`config.mk`:
```
export PLATFORM = sky130hd
export DESIGN_NAME = gate2_exerciser_flat
export DESIGN_NICKNAME = d
export VERILOG_FILES = /design/src/rtl/gate_test_pkg.sv /design/src/rtl/gate2_exerciser_if.sv /design/src/rtl/gate2_exerciser_settle_counter.sv /design/src/rtl/gate2_exerciser.sv /design/src/flat_wrapper.sv
export SDC_FILE = /design/constraint.sdc
export NUM_CORES = 1
export LEC_CHECK = 0
export BUFFER_PORTS_ARGS = -buffer_cell sky130_fd_sc_hd__buf_2
export CAP_MARGIN = 20
export CORE_ASPECT_RATIO = 1.5
export CORE_UTILIZATION = 40
export DETAILED_ROUTE_END_ITERATION = 8
export GPL_TIMING_DRIVEN = 0
export PLACE_DENSITY = 0.71
export SETUP_SLACK_MARGIN = 0.02
export SLEW_MARGIN = 20
export SYNTH_ARGS = -nofsm -noshare
export SYNTH_HDL_FRONTEND = slang
export SYNTH_SLANG_ARGS = --single-unit
```
`constraint.sdc`:
```
create_clock -name clk -period 3.8 [get_ports clk]
set_input_delay 0.38 -clock clk [delete_from_list [all_inputs] [get_ports clk]]
set_output_delay 0.38 -clock clk [all_outputs]
set_load 0.05 [all_outputs]
```
`src/rtl/gate_test_pkg.sv`:
```
// Shared definitions for the 2-input gate exerciser: FSM states,
// reference truth tables and the settle-counter width.
package gate_test_pkg;

  typedef enum logic [2:0] {
    IDLE  = 3'd0,
    APPLY = 3'd1,
    WAIT  = 3'd2,
    CHECK = 3'd3,
    DONE  = 3'd4
  } state_e;

  // Bit i is the gate output for a=i[1], b=i[0].
  localparam logic [3:0] TT_NAND = 4'b0111;
  localparam logic [3:0] TT_AND  = 4'b1000;
  localparam logic [3:0] TT_OR   = 4'b1110;
  localparam logic [3:0] TT_XOR  = 4'b0110;

  localparam int SETTLE_W = 4;

  function automatic logic tt_expected(input logic [3:0] tt, input logic [1:0] idx);
    return tt[idx];
  endfunction

endpackage

```
`src/rtl/gate2_exerciser_if.sv`:
```
// Bundle of the exerciser's control, drive and result signals.
// master is the exerciser side, slave is the lab top / gate side.
interface gate2_exerciser_if;
  logic       start;
  logic       dut_out;
  logic       drv_a;
  logic       drv_b;
  logic       busy;
  logic       done;
  logic       pass;
  logic [2:0] err_count;
  logic [3:0] fail_vec;

  modport master (
    input  start, dut_out,
    output drv_a, drv_b, busy, done, pass, err_count, fail_vec
  );

  modport slave (
    output start, dut_out,
    input  drv_a, drv_b, busy, done, pass, err_count, fail_vec
  );
endinterface

```
`src/rtl/gate2_exerciser_settle_counter.sv`:
```
// Loadable down-counter timing the settle wait; it stops at zero
// rather than wrapping.
module settle_counter
  import gate_test_pkg::*;
(
  input  logic                clk,
  input  logic                rst_n,
  input  logic                load,
  input  logic                dec,
  input  logic [SETTLE_W-1:0] load_value,
  output logic [SETTLE_W-1:0] value,
  output logic                zero
);

  logic [SETTLE_W-1:0] value_r;

  // Counter register: load has priority over decrement.
  always_ff @(posedge clk) begin
    if (!rst_n) begin
      value_r <= {SETTLE_W{1'b0}};
    end else if (load) begin
      value_r <= load_value;
    end else if (dec && (value_r != {SETTLE_W{1'b0}})) begin
      value_r <= value_r - {{(SETTLE_W-1){1'b0}}, 1'b1};
    end else begin
      value_r <= value_r;
    end
  end

  assign value = value_r;
  assign zero  = (value_r == {SETTLE_W{1'b0}});

endmodule

```
`src/rtl/gate2_exerciser.sv`:
```
// Walks all four input vectors through a 2-input gate, waits SETTLE_CYCLES
// per vector, compares the gate output with TRUTH_TABLE and reports results.
module gate2_exerciser
  import gate_test_pkg::*;
#(
  parameter int         SETTLE_CYCLES = 2,
  parameter logic [3:0] TRUTH_TABLE   = TT_NAND
)
(
  input  logic               clk,
  input  logic               rst_n,
  gate2_exerciser_if.master  bus
);

  localparam logic [SETTLE_W-1:0] SETTLE_LOAD = SETTLE_W'(SETTLE_CYCLES);

  state_e              state_r, state_s;
  logic [1:0]          idx_r, idx_s;
  logic                drv_a_r, drv_a_s;
  logic                drv_b_r, drv_b_s;
  logic                busy_r, busy_s;
  logic                done_r, done_s;
  logic                pass_r, pass_s;
  logic [2:0]          err_count_r, err_count_s;
  logic [3:0]          fail_vec_r, fail_vec_s;
  logic                cnt_load_s;
  logic                cnt_dec_s;
  logic                mismatch_s;
  logic [SETTLE_W-1:0] cnt_value_s;
  logic                cnt_zero_s;

  settle_counter u_settle (
    .clk        (clk),
    .rst_n      (rst_n),
    .load       (cnt_load_s),
    .dec        (cnt_dec_s),
    .load_value (SETTLE_LOAD),
    .value      (cnt_value_s),
    .zero       (cnt_zero_s)
  );

  // Next-state and next-output logic; every output is registered below.
  always_comb begin
    state_s     = state_r;
    idx_s       = idx_r;
    drv_a_s     = drv_a_r;
    drv_b_s     = drv_b_r;
    busy_s      = busy_r;
    done_s      = 1'b0;
    pass_s      = pass_r;
    err_count_s = err_count_r;
    fail_vec_s  = fail_vec_r;
    cnt_load_s  = 1'b0;
    cnt_dec_s   = 1'b0;
    mismatch_s  = 1'b0;

    case (state_r)
      IDLE: begin
        if (bus.start) begin
          state_s     = APPLY;
          idx_s       = 2'd0;
          drv_a_s     = 1'b0;
          drv_b_s     = 1'b0;
          busy_s      = 1'b1;
          pass_s      = 1'b0;
          err_count_s = 3'd0;
          fail_vec_s  = 4'd0;
        end else begin
          state_s = IDLE;
        end
      end

      APPLY: begin
        cnt_load_s = 1'b1;
        if (SETTLE_CYCLES == 32'sd0) begin
          state_s = CHECK;
        end else begin
          state_s = WAIT;
        end
      end

      // Counter holds S..1 across the WAIT cycles; zero only guards a stuck count.
      WAIT: begin
        cnt_dec_s = 1'b1;
        if (cnt_zero_s || (cnt_value_s == {{(SETTLE_W-1){1'b0}}, 1'b1})) begin
          state_s = CHECK;
        end else begin
          state_s = WAIT;
        end
      end

      CHECK: begin
        mismatch_s = (bus.dut_out != tt_expected(TRUTH_TABLE, idx_r));
        if (mismatch_s) begin
          err_count_s        = err_count_r + 3'd1;
          fail_vec_s[idx_r]  = 1'b1;
        end else begin
          err_count_s = err_count_r;
          fail_vec_s  = fail_vec_r;
        end
        if (idx_r == 2'd3) begin
          state_s = DONE;
          done_s  = 1'b1;
          busy_s  = 1'b0;
          pass_s  = (err_count_s == 3'd0);
          drv_a_s = 1'b0;
          drv_b_s = 1'b0;
        end else begin
          state_s = APPLY;
          idx_s   = idx_r + 2'd1;
          drv_a_s = idx_s[1];
          drv_b_s = idx_s[0];
        end
      end

      DONE: begin
        state_s = IDLE;
      end

      default: begin
        state_s = IDLE;
        idx_s   = 2'd0;
        drv_a_s = 1'b0;
        drv_b_s = 1'b0;
        busy_s  = 1'b0;
      end
    endcase
  end

  // State and output registers with synchronous active-low reset.
  always_ff @(posedge clk) begin
    if (!rst_n) begin
      state_r     <= IDLE;
      idx_r       <= 2'd0;
      drv_a_r     <= 1'b0;
      drv_b_r     <= 1'b0;
      busy_r      <= 1'b0;
      done_r      <= 1'b0;
      pass_r      <= 1'b0;
      err_count_r <= 3'd0;
      fail_vec_r  <= 4'd0;
    end else begin
      state_r     <= state_s;
      idx_r       <= idx_s;
      drv_a_r     <= drv_a_s;
      drv_b_r     <= drv_b_s;
      busy_r      <= busy_s;
      done_r      <= done_s;
      pass_r      <= pass_s;
      err_count_r <= err_count_s;
      fail_vec_r  <= fail_vec_s;
    end
  end

  assign bus.drv_a     = drv_a_r;
  assign bus.drv_b     = drv_b_r;
  assign bus.busy      = busy_r;
  assign bus.done      = done_r;
  assign bus.pass      = pass_r;
  assign bus.err_count = err_count_r;
  assign bus.fail_vec  = fail_vec_r;

endmodule

```
`src/flat_wrapper.sv`:
```
// flat-port wrapper written by rule: the top's interface ports become plain ports
module gate2_exerciser_flat import gate_test_pkg::*;
#(
  parameter int         SETTLE_CYCLES = 2,
  parameter logic [3:0] TRUTH_TABLE   = TT_NAND
)
  (clk, rst_n, bus_start, bus_dut_out, bus_drv_a, bus_drv_b, bus_busy, bus_done, bus_pass, bus_err_count, bus_fail_vec);
  gate2_exerciser_if bus_i ();
  input  logic clk;
  input  logic rst_n;
  input wire logic [$bits(bus_i.start)-1:0] bus_start;
  input wire logic [$bits(bus_i.dut_out)-1:0] bus_dut_out;
  output wire logic [$bits(bus_i.drv_a)-1:0] bus_drv_a;
  output wire logic [$bits(bus_i.drv_b)-1:0] bus_drv_b;
  output wire logic [$bits(bus_i.busy)-1:0] bus_busy;
  output wire logic [$bits(bus_i.done)-1:0] bus_done;
  output wire logic [$bits(bus_i.pass)-1:0] bus_pass;
  output wire logic [$bits(bus_i.err_count)-1:0] bus_err_count;
  output wire logic [$bits(bus_i.fail_vec)-1:0] bus_fail_vec;
  assign bus_i.start = bus_start;
  assign bus_i.dut_out = bus_dut_out;
  assign bus_drv_a = bus_i.drv_a;
  assign bus_drv_b = bus_i.drv_b;
  assign bus_busy = bus_i.busy;
  assign bus_done = bus_i.done;
  assign bus_pass = bus_i.pass;
  assign bus_err_count = bus_i.err_count;
  assign bus_fail_vec = bus_i.fail_vec;
  gate2_exerciser #(.SETTLE_CYCLES(SETTLE_CYCLES), .TRUTH_TABLE(TRUTH_TABLE)) u_core (.clk(clk), .rst_n(rst_n), .bus(bus_i));
endmodule
```
# Word-level counts from Yosys, hierarchy flattened
# Cells that the tools add are included.
# totals
regBits	21
in_bits	4
output_inout_bits	12
word_cells	81
# classes
add_sub_neg	3
n_lt_le_gt_ge	2
eq_ne	11
muxes	33
bitwise_logic	3
n_reduce_logical	18
# ops
operator	count
$mux 1	13
$mux 3	4
$pmux 3 s4	1
$reduce_and 3->1	4
$pmux 1 s3	3
$mux 2	4
$mux 4	2
$pmux 4 s2	1
$eq 3x2->1 const B	2
$logic_not 3->1	2
$pmux 2 s3	1
$pmux 3 s2	1
$reduce_and 2->1	3
$eq 4x1->1 const B	1
$logic_not 4->1	1
$ne 2x1->1 const B	2
$ne 2x2->1 const B	2
$or 4x4->4	1
$reduce_bool 2->1	2
$reduce_bool 4->1	1
$sub 4x1->4 const B	1
$add 3x1->3 const B	1
$eq 3x1->1 const B	1
$eq 3x3->1 const B	1
other kinds (13)	15

# Logic depth before layout (Yosys ltp)
# depth
ltp_word	8
mapped_depth	6
mapped_depth_nobuf	6

# Cells and area by module
# A second synthesis with hierarchy kept.
# unflattened
cells_unflattened	126
hier_area_um2	1147.4
# by_module_without_submodules
mod	instances	cells_each	area_per_inst_um2	seq_area_each_um2
gate2_exerciser	1	95	890.9	340.3
settle_counter	1	31	256.5	80.1

# Worst setup path before layout
# OpenSTA, ideal clock, no wires.
# synth_timing
path_kind	flip-flop to flip-flop
start	reg u_core.err_count_r[0] (netlist: u_core.bus.err_count[0])
end	reg u_core.pass_r (netlist: u_core.bus.pass)
setup_ns	0.060
arrival_time_ns	1.447
t_required_ns	3.740
slack_ns	2.293
stages_incl_launch_ff	5
n_path_buf	0
cell_sequence	dfxtp_1 > ha_1 > nor4_1 > o311ai_0 > nand2_1
# synth_via
elab_chain_cells	6
# synth_rtl
item	line_no	text
start: declaration	gate2_exerciser.sv:24	logic [2:0] err_count_r, err_count_s;
start signal: assignment	gate2_exerciser.sv:150	err_count_r <= err_count_s;
$add 3x1->3	gate2_exerciser.sv:95	err_count_s = err_count_r + 3'd1;
$mux 3 (*)	gate2_exerciser.sv:94	if (mismatch_s) begin
$mux 3 (*)	gate2_exerciser.sv:57	case (state_r)
$logic_not 3->1 (*)	gate2_exerciser.sv:105	pass_s = (err_count_s == 3'd0);
$mux 1 (*)	gate2_exerciser.sv:101	if (idx_r == 2'd3) begin
$pmux 1 s2 (*)	gate2_exerciser.sv:57	
end signal: assignment	gate2_exerciser.sv:149	pass_r <= pass_s;
end: declaration	gate2_exerciser.sv:23	logic pass_r, pass_s;
# Every way passes the cells marked *; elsewhere a longest branch is shown, timed or not. The select of a mux whose other input is x is not followed.
# A chain may end at the register's enable or synchronous reset.

# Worst setup path after layout
# layout_timing
start	reg u_core.idx_r[0]
end	reg u_core.fail_vec_r[1] (netlist: u_core.bus.fail_vec[1])
# layout_via
elab_chain_cells	7
elab_cells_between_ends	13
cone_classes	order compare (2); eq/ne (2); mux (6); bitwise (1); reduce/logical (2)
# layout_rtl
item	line_no	text
start: declaration	gate2_exerciser.sv:18	logic [1:0] idx_r, idx_s;
start signal: assignment	gate2_exerciser.sv:144	idx_r <= idx_s;
$lt 2x3->1 (implied by the code) or $ge 2x1->1 (tied branches)	gate2_exerciser.sv:96	fail_vec_s[idx_r] = 1'b1;
$logic_and 1x1->1 (implied by the code)	gate2_exerciser.sv:96	
$mux 1 (implied by the code)	gate2_exerciser.sv:96	
$demux 1 s2	-	
$or 4x4->4 (no source line)	-	
$mux 4	gate2_exerciser.sv:94	
$pmux 4 s2	gate2_exerciser.sv:57	
end signal: assignment	gate2_exerciser.sv:151	fail_vec_r <= fail_vec_s;
end: declaration	gate2_exerciser.sv:25	logic [3:0] fail_vec_r, fail_vec_s;
# Several ways; a longest one is shown, not always the timed one. The select of a mux whose other input is x is not followed.

==> reports/metrics.yaml <==
startpoint: "u_core.idx_r[0]"
avgRoutedWirePerCell_microns: 11.6
overflow: 0
worstPathRequired_ns: 4.06
min_path_type: "in2reg"
core_area_sq_mm: 0.00250
port_buffers: 15
grt_pass1_vias: 877
cpMaxStageDelayCell: "dfxtp_1"
period_needed_ns: 1.70
synth_edf_count: 0
fillerInstances: 254
skew_ns: 0.00304
die_h_microns: 65.7
postCtsHoldBufs: 0
dieArea_sq_mm: 0.00293
synth.avg_cell_area_sq_um: 8.53
cp.arrival_ns: 1.96
place_congestion: 0.828
swShare_pct: 32.1
crit_path_max_incr_delay_ns: 0.37
crit_fanout: 10
num_rows: 22
worstSetupEndpointType: "register"
finalSetupViolations: 0
htreeDepth: 1
yosysSeqAreaShare_pct: 38.8
num_io_pins: 16
cts_tree: "built"
cts_resized: 0
grt_use_total_pct: 16.9
area_delta_synth_final_pct: 13.5
synth_area_sq_mm: 0.00108
p_clk_share_pct: 23.9
rsz0062_at_grt: "false"
insertion_delay_ns: 0.32
yosysTopAreaCell: "dfxtp_1"
pwr-share-comb_pct: 24.4
antenna_found_initial: 0
synth_top_area_share_pct: 38.8
cts_buffer_depth: 2
status: "finished, final reports clean"
maxSlewHeadroom_pct: 75.8
drv_cap: 0
clkTransAtPathRegs_ns: 0.11
ir_drop_v: 0.000212
finalCritPeriodShare_pct: 44.6
reg2reg_from: "u_core.idx_r[0]"
syn_inst: 127
critical_path_class: "reg2reg"
synth_top_cells_by_area: "dfxtp_1 39%, ha_1 8.1%, nand2_1 6.6%, nor2_1 4.8%, xnor2_1 4.0%"
clock_sink_count: 21
synth_top_flop_cell: "dfxtp_1"
final_max_slew_viol_count: 0
vias: 901
worst_setup_path_start_kind: "register"
start_util_pct: 43.3
pwr_density_cell_mw_per_mm2: 380
diodes: 0
place_hpwl_microns: 1660
setup_slack_ns: 2.10
synth.net_count: 138
cts_buffers: 3
fmax_ghz: 0.589
final_hold_viol_count: 0
min_from: "rst_n"
routed_wl_microns: 2110
drive_above_1_share_pct: 18.5
yosysMostFrequentCell: "dfxtp_1"
drt-initial-drc-count: 24
post-cts-setup-buffers: 0
ys_async_sr_fraction_pct: 0
yosys-top-cells-count: "21 x dfxtp_1, 19 x nand2_1, 14 x nor2_1"
ant_nets: 0
p_int_mw: 0.317
ys_types: 39
clockRootBuffer: "clkbuf_4"
yosys_warnings: 0
viasPerCell: 4.95
power_frac_seq_pct: 51.7
drc: 0
fin_setup_tns_ns: 0
final_core_util_pct: 49.1
switchingPower_mw: 0.150
crit_chain: "ha_1, buf_2, xnor2_1, a31oi_1, or2_1, o21ai_1"
p_leak_nw: 0.540
grt_pass1_wl_microns: 3590
worstMarginPinSlew_ns: 0.363
die_w_microns: 44.5
nets: 158
critical_path_buf_inv_count: 1
ys_seq_elements: 21
critical-path-top-delay-family: "flip-flops"
dpl_worst_slack_ns: 2.10
dr.pass1.iters: 4
grt_max_degree: 12
==> tightest hold or removal path, delay by kind of cell <==
kind            cells  cell delay, ns
buf+inv             1            0.12
simple gates        1            0.06
compound gates      1            0.06
==> stage by stage <==
| step | cell area, sq um | std cells | hold slack, ns | power (mW) |
|---|---|---|---|---|
| 4_1_cts | 1230 | 182 | 0.343 | 0.470 |
| 3_5_place_dp | 1200 | 178 | 0.435 | 0.359 |
| 5_1_grt | 1230 | 182 | 0.356 | 0.492 |
| 3_3_place_gp | 1200 | 178 | 0.432 | 0.357 |
| 2_1_floorplan | 1080 | 127 | 0.469 | 0.336 |
| 6_report | 1230 | 182 | 0.340 | 0.467 |
==> path summary, 6_finish.rpt <==
check / cells past startpoint / slack, ns / endpoint
worst max-delay path: 6 / 2.10 / u_core.bus.fail_vec[1]
worst min-delay path: 3 / 0.34 / u_core.idx_r[1]
worst max register to register: 6 / 2.10 / u_core.bus.fail_vec[1]
worst min register to register: 2 / 0.45 / u_core.bus.fail_vec[2]
==> final cells by class <==
cell class | count | area [sq um] | area share, %
Clock buffer | 4 | 26.3 | 2.14
Timing Repair Buffer | 15 | 75.1 | 6.10
Sequential cell | 21 | 420 | 34.2
Multi-Input combinational cell | 95 | 609 | 49.5
Tap cell | 36 | 45.0 | 3.66
Buffer | 6 | 35.0 | 2.85
Inverter | 5 | 18.8 | 1.53
==> cell usage in the layout (no fill, tap or decap), drive strengths merged, types with 5 or more instances in the layout <==
cell and n:
xnor2 5, inv 5, clkbuf 5, ha 7, o21ai 8, dfxtp 21, nor2 14, nand2 19
buf 20
==> power groups by stage <==
stage	clock network (mW)	logic (mW)	registers (mW)
after CTS	0.114	0.114	0.241
after detailed placement	0	0.113	0.246
after global routing	0.122	0.127	0.244
after global placement	0	0.112	0.245
after floorplan	0	0.0750	0.261
final	0.112	0.114	0.241
==> layer usage <==
layer  wire length (microns)  up-vias  GRT usage [%]  share of wire, %
met5                       0        -              0                 0
met4                      57        0           10.2               2.7
met3                      57        5           1.65               2.7
met2                    1160       15           32.4                55
met1                     828      409           16.3                39
li1                        -      472              -                 -
==> sequential cells by signal, summed over array words and instances (netlist names) <==
register / cells
u_core.bus.err_count: 3
u_core.bus.drv_b: 1
u_core.bus.done: 1
u_core.u_settle.value: 4
u_core.bus.pass: 1
u_core.bus.fail_vec: 4
u_core.idx_r: 2
u_core.bus.drv_a: 1
u_core.bus.busy: 1
u_core.state_r: 3
==> cells by family after synthesis <==
family / Yosys count / share of synthesized area (%)
AOI/OAI and AO/OA: 24 / 15.0
muxes: 2 / 1.96
xor gates and xnor gates: 7 / 5.66
buffers and inverters: 11 / 4.97
and+or+nand+nor: 55 / 25.5
adders and majority gates: 7 / 8.08
DFF: 21 / 38.8
Note: power is estimated with default switching activity, not from simulation.
